[src/rtl/spi_ram_burst_pkg.sv]
// spi_ram_pkg: opcode and TX FSM encodings shared by the SPI RAM slave
package spi_ram_pkg;
  typedef enum logic [1:0] {
    OP_WR_ADDR = 2'b00,
    OP_WR_DATA = 2'b01,
    OP_RD_ADDR = 2'b10,
    OP_RD_DATA = 2'b11
  } op_t;
  typedef enum logic {
    TX_IDLE  = 1'b0,
    TX_VALID = 1'b1
  } tx_state_t;
endpackage

[src/rtl/spi_ram_burst_if.sv]
// spi_ram_burst_if: command/read-data bus between the SPI slave (master) and the RAM (slave)
interface spi_ram_burst_if #(
  parameter int DATA_W    = 8,
  parameter int PAYLOAD_W = 8
);
  logic                 rx_valid;
  logic [PAYLOAD_W+1:0] din;
  logic [DATA_W-1:0]    dout;
  logic                 tx_valid;
  logic                 tx_ready;
  logic                 err_ovf;
  logic                 err_addr;
  modport master (output rx_valid, din, tx_ready, input dout, tx_valid, err_ovf, err_addr);
  modport slave  (input rx_valid, din, tx_ready, output dout, tx_valid, err_ovf, err_addr);
endinterface

[src/rtl/spi_ram_burst_array.sv]
// spi_ram_array: DATA_W x MEM_DEPTH storage, synchronous write and registered read
module spi_ram_array #(
  parameter int DATA_W    = 8,
  parameter int ADDR_W    = 8,
  parameter int MEM_DEPTH = 2**ADDR_W
) (
  input  logic              clk,
  input  logic              rst_n,
  input  logic              we,
  input  logic [ADDR_W-1:0] waddr,
  input  logic [DATA_W-1:0] wdata,
  input  logic              re,
  input  logic [ADDR_W-1:0] raddr,
  output logic [DATA_W-1:0] rdata
);
  logic [DATA_W-1:0] mem [MEM_DEPTH];
  always_ff @(posedge clk)
    if (we) mem[waddr] <= wdata;
  // rdata only moves on an accepted read, so it doubles as the held tx word
  always_ff @(posedge clk or negedge rst_n)
    if (!rst_n) rdata <= '0;
    else if (re) rdata <= mem[raddr];
endmodule

[src/rtl/spi_ram_burst.sv]
// spi_ram_burst: opcode-driven RAM slave with tx handshake; SPI_RAM_AUTOINC_EN enables burst pointers
module spi_ram_burst
  import spi_ram_pkg::*;
#(
  parameter int DATA_W    = 8,
  parameter int ADDR_W    = 8,
  parameter int MEM_DEPTH = 2**ADDR_W,
  parameter int PAYLOAD_W = (DATA_W > ADDR_W) ? DATA_W : ADDR_W
) (
  input logic           clk,
  input logic           rst_n,
  spi_ram_burst_if.slave bus
);
  localparam logic [ADDR_W:0]   DEPTH = (ADDR_W+1)'(MEM_DEPTH);
  localparam logic [ADDR_W-1:0] LAST  = ADDR_W'(MEM_DEPTH-1);
  op_t                  op;
  tx_state_t            st;
  logic [PAYLOAD_W-1:0] pl;
  logic [ADDR_W-1:0]    pa, waddr, raddr;
  logic                 a_ok, we, rd, rd_ok;
  assign op    = op_t'(bus.din[PAYLOAD_W+1:PAYLOAD_W]);
  assign pl    = bus.din[PAYLOAD_W-1:0];
  assign pa    = pl[ADDR_W-1:0];
  assign a_ok  = {1'b0, pa} < DEPTH;
  assign we    = bus.rx_valid && op == OP_WR_DATA;
  assign rd    = bus.rx_valid && op == OP_RD_DATA;
  assign rd_ok = rd && (st == TX_IDLE || bus.tx_ready);
`ifdef SPI_RAM_AUTOINC_EN
  function automatic logic [ADDR_W-1:0] inc(input logic [ADDR_W-1:0] a);
    return (a == LAST) ? '0 : a + 1'b1;
  endfunction
`endif
  always_ff @(posedge clk or negedge rst_n)
    if (!rst_n) begin
      st           <= TX_IDLE;
      bus.tx_valid <= 1'b0;
      bus.err_ovf  <= 1'b0;
      bus.err_addr <= 1'b0;
      waddr        <= '0;
      raddr        <= '0;
    end else begin
      if (bus.rx_valid && (op == OP_WR_ADDR || op == OP_RD_ADDR) && !a_ok) bus.err_addr <= 1'b1;
      if (bus.rx_valid && op == OP_WR_ADDR && a_ok) waddr <= pa;
      if (bus.rx_valid && op == OP_RD_ADDR && a_ok) raddr <= pa;
`ifdef SPI_RAM_AUTOINC_EN
      if (we) waddr <= inc(waddr);
      if (rd_ok) raddr <= inc(raddr);
`endif
      if (rd && !rd_ok) bus.err_ovf <= 1'b1;
      st           <= rd_ok ? TX_VALID : (bus.tx_ready ? TX_IDLE : st);
      bus.tx_valid <= rd_ok || (st == TX_VALID && !bus.tx_ready);
    end
  spi_ram_array #(.DATA_W(DATA_W), .ADDR_W(ADDR_W), .MEM_DEPTH(MEM_DEPTH)) u_mem (
    .clk   (clk),
    .rst_n (rst_n),
    .we    (we),
    .waddr (waddr),
    .wdata (pl[DATA_W-1:0]),
    .re    (rd_ok),
    .raddr (raddr),
    .rdata (bus.dout)
  );
endmodule
[src/flat_wrapper.sv]
// flat-port wrapper written by rule: the top's interface ports become plain ports
module spi_ram_burst_flat import spi_ram_pkg::*;
#(
  parameter int DATA_W    = 8,
  parameter int ADDR_W    = 8,
  parameter int MEM_DEPTH = 2**ADDR_W,
  parameter int PAYLOAD_W = (DATA_W > ADDR_W) ? DATA_W : ADDR_W
)
  (clk, rst_n, bus_rx_valid, bus_din, bus_tx_ready, bus_dout, bus_tx_valid, bus_err_ovf, bus_err_addr);
  spi_ram_burst_if #(.DATA_W(DATA_W), .PAYLOAD_W(PAYLOAD_W)) bus_i ();
  input logic clk;
  input logic rst_n;
  input wire logic [$bits(bus_i.rx_valid)-1:0] bus_rx_valid;
  input wire logic [$bits(bus_i.din)-1:0] bus_din;
  input wire logic [$bits(bus_i.tx_ready)-1:0] bus_tx_ready;
  output wire logic [$bits(bus_i.dout)-1:0] bus_dout;
  output wire logic [$bits(bus_i.tx_valid)-1:0] bus_tx_valid;
  output wire logic [$bits(bus_i.err_ovf)-1:0] bus_err_ovf;
  output wire logic [$bits(bus_i.err_addr)-1:0] bus_err_addr;
  assign bus_i.rx_valid = bus_rx_valid;
  assign bus_i.din = bus_din;
  assign bus_i.tx_ready = bus_tx_ready;
  assign bus_dout = bus_i.dout;
  assign bus_tx_valid = bus_i.tx_valid;
  assign bus_err_ovf = bus_i.err_ovf;
  assign bus_err_addr = bus_i.err_addr;
  spi_ram_burst #(.DATA_W(DATA_W), .ADDR_W(ADDR_W), .MEM_DEPTH(MEM_DEPTH), .PAYLOAD_W(PAYLOAD_W)) u_core (.clk(clk), .rst_n(rst_n), .bus(bus_i));
endmodule
[config.mk]
export PLATFORM = sky130hd
export DESIGN_NAME = spi_ram_burst_flat
export DESIGN_NICKNAME = d
export VERILOG_FILES = /design/src/rtl/spi_ram_burst_pkg.sv /design/src/rtl/spi_ram_burst_if.sv /design/src/rtl/spi_ram_burst_array.sv /design/src/rtl/spi_ram_burst.sv /design/src/flat_wrapper.sv
export SDC_FILE = /design/constraint.sdc
export NUM_CORES = 2
export LEC_CHECK = 0
export CORE_UTILIZATION = 50
export DETAILED_ROUTE_END_ITERATION = 8
export PLACE_DENSITY = 0.65
export SLEW_MARGIN = 15
export SYNTH_ARGS = -nofsm -noshare
export SYNTH_HDL_FRONTEND = slang
export SYNTH_SLANG_ARGS = --single-unit
[constraint.sdc]
create_clock -name clk -period 5.83 [get_ports clk]
set_input_delay 1.166 -clock clk [delete_from_list [all_inputs] [get_ports clk]]
set_output_delay 1.166 -clock clk [all_outputs]
set_load 0.01 [all_outputs]
Yosys cells after proc, flatten, opt, wreduce, memory -nomap -nowiden
Memories as Yosys holds them, arrays and structs flattened. A register that Yosys moved wholly into a read port is not among the register bits.
Index checks and enable logic that the tools add are counted.
{"block": "classes", "n_eq_ne": 3, "mux": 4, "n_bitwise": 1, "n_reduce_logical": 14}
{"op": "logical AND 1 bit", "n": 7}
{"op": "== test 2 bit (second input constant)", "n": 2}
{"op": "2-to-1 mux 1 bit", "n": 4}
{"op": "logical NOT 1 bit", "n": 3}
{"op": "== test 2 x 1 -> 1 bit (second input constant)", "n": 1}
{"op": "logical NOT 2 bit", "n": 1}
{"op": "logical OR 1 bit", "n": 2}
{"op": "nonzero test 2 bit", "n": 1}
{"op": "inverter 1 bit", "n": 1}
{"block": "word_totals", "register_bits": 19, "ramBits": 2048, "inputBits": 14, "wordCells": 28, "memories": 1}
{"memory": "u_core.u_mem.mem", "words": 256, "word_bits": 8, "rd": 1, "rd_clocked_by_memory_dff": 1, "write_ports": 1, "line_no": "spi_ram_burst_array.sv:16", "text": "logic [DATA_W-1:0] mem [MEM_DEPTH];"}

Longest topological paths before layout
{"block": "depth", "word_depth": 5, "depth_mapped": 12}

Hierarchy
A second synthesis with hierarchy kept.
{"block": "unflattened", "cells_unflattened": 3863, "area_unflattened_um2": 80698.6}
{"module": "spi_ram_array", "instances": 1, "cells_each": 3816, "area_each_um2": 79961.7, "seq_area_each_um2": 61699.2}
{"module": "spi_ram_burst", "instances": 1, "cells_each": 47, "area_each_um2": 737.0, "seq_area_each_um2": 475.5}

Least setup slack after synthesis
Ideal clock, no wire load.
{"block": "synth_path", "path_type": "input to register", "from": "input port bus_din[9]", "to": "memory u_core.u_mem.mem[117][0], enable pin", "setup_time_ps": 370, "arrival_time_ps": 2516, "required_time_ps": 5460, "path_slack_ps": 2944, "cell_stages": 6, "n_path_buf": 3, "path_cell_list": "buf_2 > nor2_1 > clkbuf_1 > nand3_1 > clkbuf_1 > nor2_1"}
{"block": "synth_between", "elab_chain_len": 4}
{"item": "start, declared", "line_no": "flat_wrapper.sv:14", "text": "input wire logic [$bits(bus_i.din)-1:0] bus_din;"}
{"item": "== test 2 x 1 -> 1 bit", "line_no": "spi_ram_burst.sv:25", "text": "assign we = bus.rx_valid && op == OP_WR_DATA;"}
{"item": "logical AND 1 bit", "line_no": "spi_ram_burst.sv:25"}
{"item": "2-to-1 mux 1 bit", "line_no": "spi_ram_burst_array.sv:18", "text": "if (we) mem[waddr] <= wdata;"}
{"item": "2-to-1 mux 1 bit (not written as such)", "line_no": "spi_ram_burst_array.sv:18"}
{"item": "end, declared", "line_no": "spi_ram_burst_array.sv:16"}
Every way passes these cells.

==> results summary <==
The final clock skew is 46.58 ps. In the synthesized netlist the dominant register cell turns out to be sky130_fd_sc_hd__edfxtp_1. The setup path with the least slack is of type reg2reg. The final weighted congestion in routability-driven placement is 1.005.

The post-synthesis xor/xnor area fraction came out at 0. The clock network latency to the later pin of the worst-skew pair came out at 860 ps. The initial antenna violation count was 1. The minimum setup slack after placement is 1380 ps. The y dimension of the die came out at 404.2 um. The maximum clock frequency came out at 0.2266 GHz. The detail route stage leaves a number of antenna-violating nets equal to 0. The initial core utilization came out at 0.5038. The count of synthesis-stage warnings from yosys is 0. The power density over the cells came out at 379.9 nW/um^2. The library cell used most frequently in the layout, excluding fill and tap cells, is sky130_fd_sc_hd__edfxtp_1.

The clock-pin slew reported for the worst setup and hold paths after clock tree synthesis is 60 ps. The maximum buffer depth of the clock tree is 3. The synthesized cell area is 80,900 sq um. The number of ports placed on the die boundary is 25.

The number of pins exceeding their max-slew limit in the final report is 0. The setup total negative slack is 0 ps. For the worst flop-to-flop path, the logic depth is 9.

The area growth from synthesis to layout is 11.39%. The worst hold path belongs to the class in2async. The share of the cycle needed by the critical path after routing is 0.7571. The endpoint identified for the worst register-to-register timing path is u_core.u_mem.rdata[7].

Of the post-synthesis cell area, the part taken by muxes is 0.1466. The clock tree synthesis step divided the H-tree into 4 levels. The worst pin sits at a relative slew slack of 0.05703.

The number of cell rows is 147. The via count of the first global-routing pass is 40,005. STA classifies the critical path startpoint as a flip-flop. For this block, the routed nets add up to 209,200 um of wire. The total number of vias came out at 40,818. The highest fanout seen on the critical path came out at 48. The number of post-CTS setup repair buffers is 0.

The synthesized-area fraction occupied by ao, oa, aoi and oai cells came to 0.03578. The max capacitance violation total is 0. The proportion of register bits with asynchronous set or reset after synthesis is 0.01301. Of the total synthesized cell area, the portion taken by full adders, half adders and majority gates is 0. The worst path meets setup with 1416 ps of slack.

The number of input and output port buffers inserted is 23. The synthesized instance count is 3,969. The share of cells above drive strength 1 is 0.1981. The post-detailed-route via-to-cell ratio is 6.381. The peak supply drop is 0.0003234 V. The synthesized net count is 3,983. The TritonCTS buffer count came out at 199. Before antenna repair, the detailed router went through 9 iterations. After synthesis, the largest family of logic cells by area is multiplexers. The total congestion overflow is 0. The worst endpoint required time is 6620 ps. Across every metal layer, demand over resource in global routing totals 0.2574. The minimum clock period is 4414 ps.

After legalization and detailed placement, the total HPWL measured 128,100 um. The worst setup path is captured at a flip-flop. The run finished with clean final reports.

The first-pass GRT wire length came out at 297,300 um. The number of different library cells in the post-synthesis netlist came out at 68. The static leakage is 28.10 nW. The synthesized-area fraction occupied by and/or/nand/nor cells came out at 0.02926.

The area of the die came out at 163,400 sq um. The number of failing hold endpoints at the final stage came out at 0. The core footprint is 160,600 sq um. The final routed wire length divided by cell count is 32.70 um.

The final number of setup-violating endpoints is 0. The pin count of the biggest net entering global routing came out at 169. The data arrival time of the critical path came out at 5200 ps.

The cell sitting at the root of the clock tree is a sky130_fd_sc_hd__clkbuf_16. The number of clock sinks is 2,075. The DRC marker count from the first detailed-route iteration is 5,510. Hold repair after CTS inserted 0 buffers. The worst register-to-register path begins at u_core.raddr[1].

The library cells used most frequently in the layout, excluding fill and tap cells, are sky130_fd_sc_hd__edfxtp_1, sky130_fd_sc_hd__mux4_2, sky130_fd_sc_hd__nor2_1, sky130_fd_sc_hd__mux2i_1, sky130_fd_sc_hd__clkbuf_16. Of the synthesized area, sequential elements account for 0.7686. The number of nets in the layout is 4,079. The die width is 404.2 um. Setup repair after global routing left no endpoint under its margin. The synthesized design contains 2,048 enable-type register cells. The synthesized area divided by synthesized cell count came out at 20.38 sq um. TritonCTS built the clock tree. The flip-flop and latch count after synthesis is 2,075.

The number of design rule violations left after detail routing came out at 0. For the pin with the worst max-slew slack, the measured transition is 1409 ps. The number of gates given a new drive strength after cts is 0.

The setup slack on the worst flop-to-flop path came out at 1420 ps.
==> registers in the layout, summed over array words and instances (netlist names) <==
signal               flops
u_core.waddr             8
u_core.u_mem.mem      2048
u_core.bus.err_ovf       1
u_core.u_mem.rdata       8
u_core.st                1
u_core.bus.tx_valid      1
u_core.raddr             8
==> layout make-up <==
class                           instances  area (sq um)
Timing Repair Buffer                  142          1399
Clock buffer                          250          5233
Clock inverter                        121          1401
Inverter                                2         10.01
Fill cell                           11802         70460
Multi-Input combinational cell       1645         17170
Tap cell                             2160          2703
Antenna cell                            2         5.005
Sequential cell                      2075         62190
==> stage by stage <==
step | std cells | instance area, sq um | hold slack, ps | utilization | total power, mW
floorplan | 3969 | 80900 | 495.8 | - | 19.66
global placement | 6024 | 83470 | 516.7 | 0.5198 | 21.40
global route | 6395 | 90110 | 457.5 | 0.5612 | 35.05
finish | 6397 | 90110 | 464.8 | 0.5612 | 34.23
detailed placement | 6024 | 83470 | 540.6 | 0.5198 | 21.42
CTS | 6395 | 90100 | 395.9 | 0.5611 | 34.33
==> Yosys cell counts, types with 12 or more instances <==
cell	instances	area, sq um
sky130_fd_sc_hd__nand4_1	15	93.84
sky130_fd_sc_hd__mux4_1	15	394.1
sky130_fd_sc_hd__buf_6	38	427.9
sky130_fd_sc_hd__mux4_2	377	8491
sky130_fd_sc_hd__o22ai_1	98	613.1
sky130_fd_sc_hd__dfrtp_1	27	675.7
sky130_fd_sc_hd__nor3_1	17	85.08
sky130_fd_sc_hd__a21oi_1	26	130.1
sky130_fd_sc_hd__o221ai_1	43	376.6
sky130_fd_sc_hd__buf_2	58	290.3
sky130_fd_sc_hd__edfxtp_1	2048	61500
sky130_fd_sc_hd__buf_4	41	307.8
sky130_fd_sc_hd__o21ai_0	35	175.2
sky130_fd_sc_hd__nand2b_1	12	75.07
sky130_fd_sc_hd__nand3_1	45	225.2
sky130_fd_sc_hd__a31oi_1	15	93.84
sky130_fd_sc_hd__mux2_2	20	225.2
sky130_fd_sc_hd__nor2b_1	13	81.33
sky130_fd_sc_hd__mux2i_1	275	2753
sky130_fd_sc_hd__a211oi_1	57	427.9
sky130_fd_sc_hd__nand2_1	108	405.4
sky130_fd_sc_hd__a22oi_1	72	540.5
sky130_fd_sc_hd__clkbuf_1	85	319.1
sky130_fd_sc_hd__nor2_1	297	1115
==> logic make-up (layout without fill, tap and decap cells) <==
family	count (synthesis)	count (layout)
compound gates	410	410
buf+inv	249	515
flops	2075	2075
mux	687	687
other cells	1	3
simple gates	547	547
==> worst max path at each step <==
stage | endpoint | start | slack, ps | cells past startpoint
final | u_core.u_mem.rdata[7] | u_core.raddr[1] | 1420 | 9
after global routing | u_core.u_mem.rdata[3] | u_core.raddr[0] | 1550 | 7
after CTS | u_core.u_mem.rdata[3] | u_core.raddr[4] | 1540 | 8
after detailed placement | u_core.u_mem.mem[81][0] | bus_rx_valid | 1380 | 7
after global placement | u_core.u_mem.mem[80][6] | bus_din[8] | 1330 | 7
after floorplan | u_core.u_mem.mem[117][0] | bus_din[9] | 2940 | 6
==> layer usage <==
layer  track usage  wire length [um]
met1        0.3701             84510
met5             0                59
met3       0.05987             20220
met2        0.3862             96350
met4       0.09523              8018
==> where the power goes <==
part	total [mW]	leakage, nW	internal (mW)	switching [mW]
Sequential	16.7	18.7	16.5	0.251
Clock	13.1	3.18	7.40	5.67
Combinational	4.46	6.20	1.66	2.80
Total	34.2	28.1	25.5	8.72
==> critical path: stages, from the launching register on <==
cell                       delay, ps
sky130_fd_sc_hd__dfrtp_4         780
sky130_fd_sc_hd__buf_4           380
sky130_fd_sc_hd__nand2b_2        340
sky130_fd_sc_hd__buf_12          280
sky130_fd_sc_hd__o221ai_1        340
sky130_fd_sc_hd__a21boi_0        150
sky130_fd_sc_hd__o21ai_0         550
sky130_fd_sc_hd__a21oi_1         280
sky130_fd_sc_hd__nor3_1          970
sky130_fd_sc_hd__a211o_1         180
(Power assumes the default switching activity.)
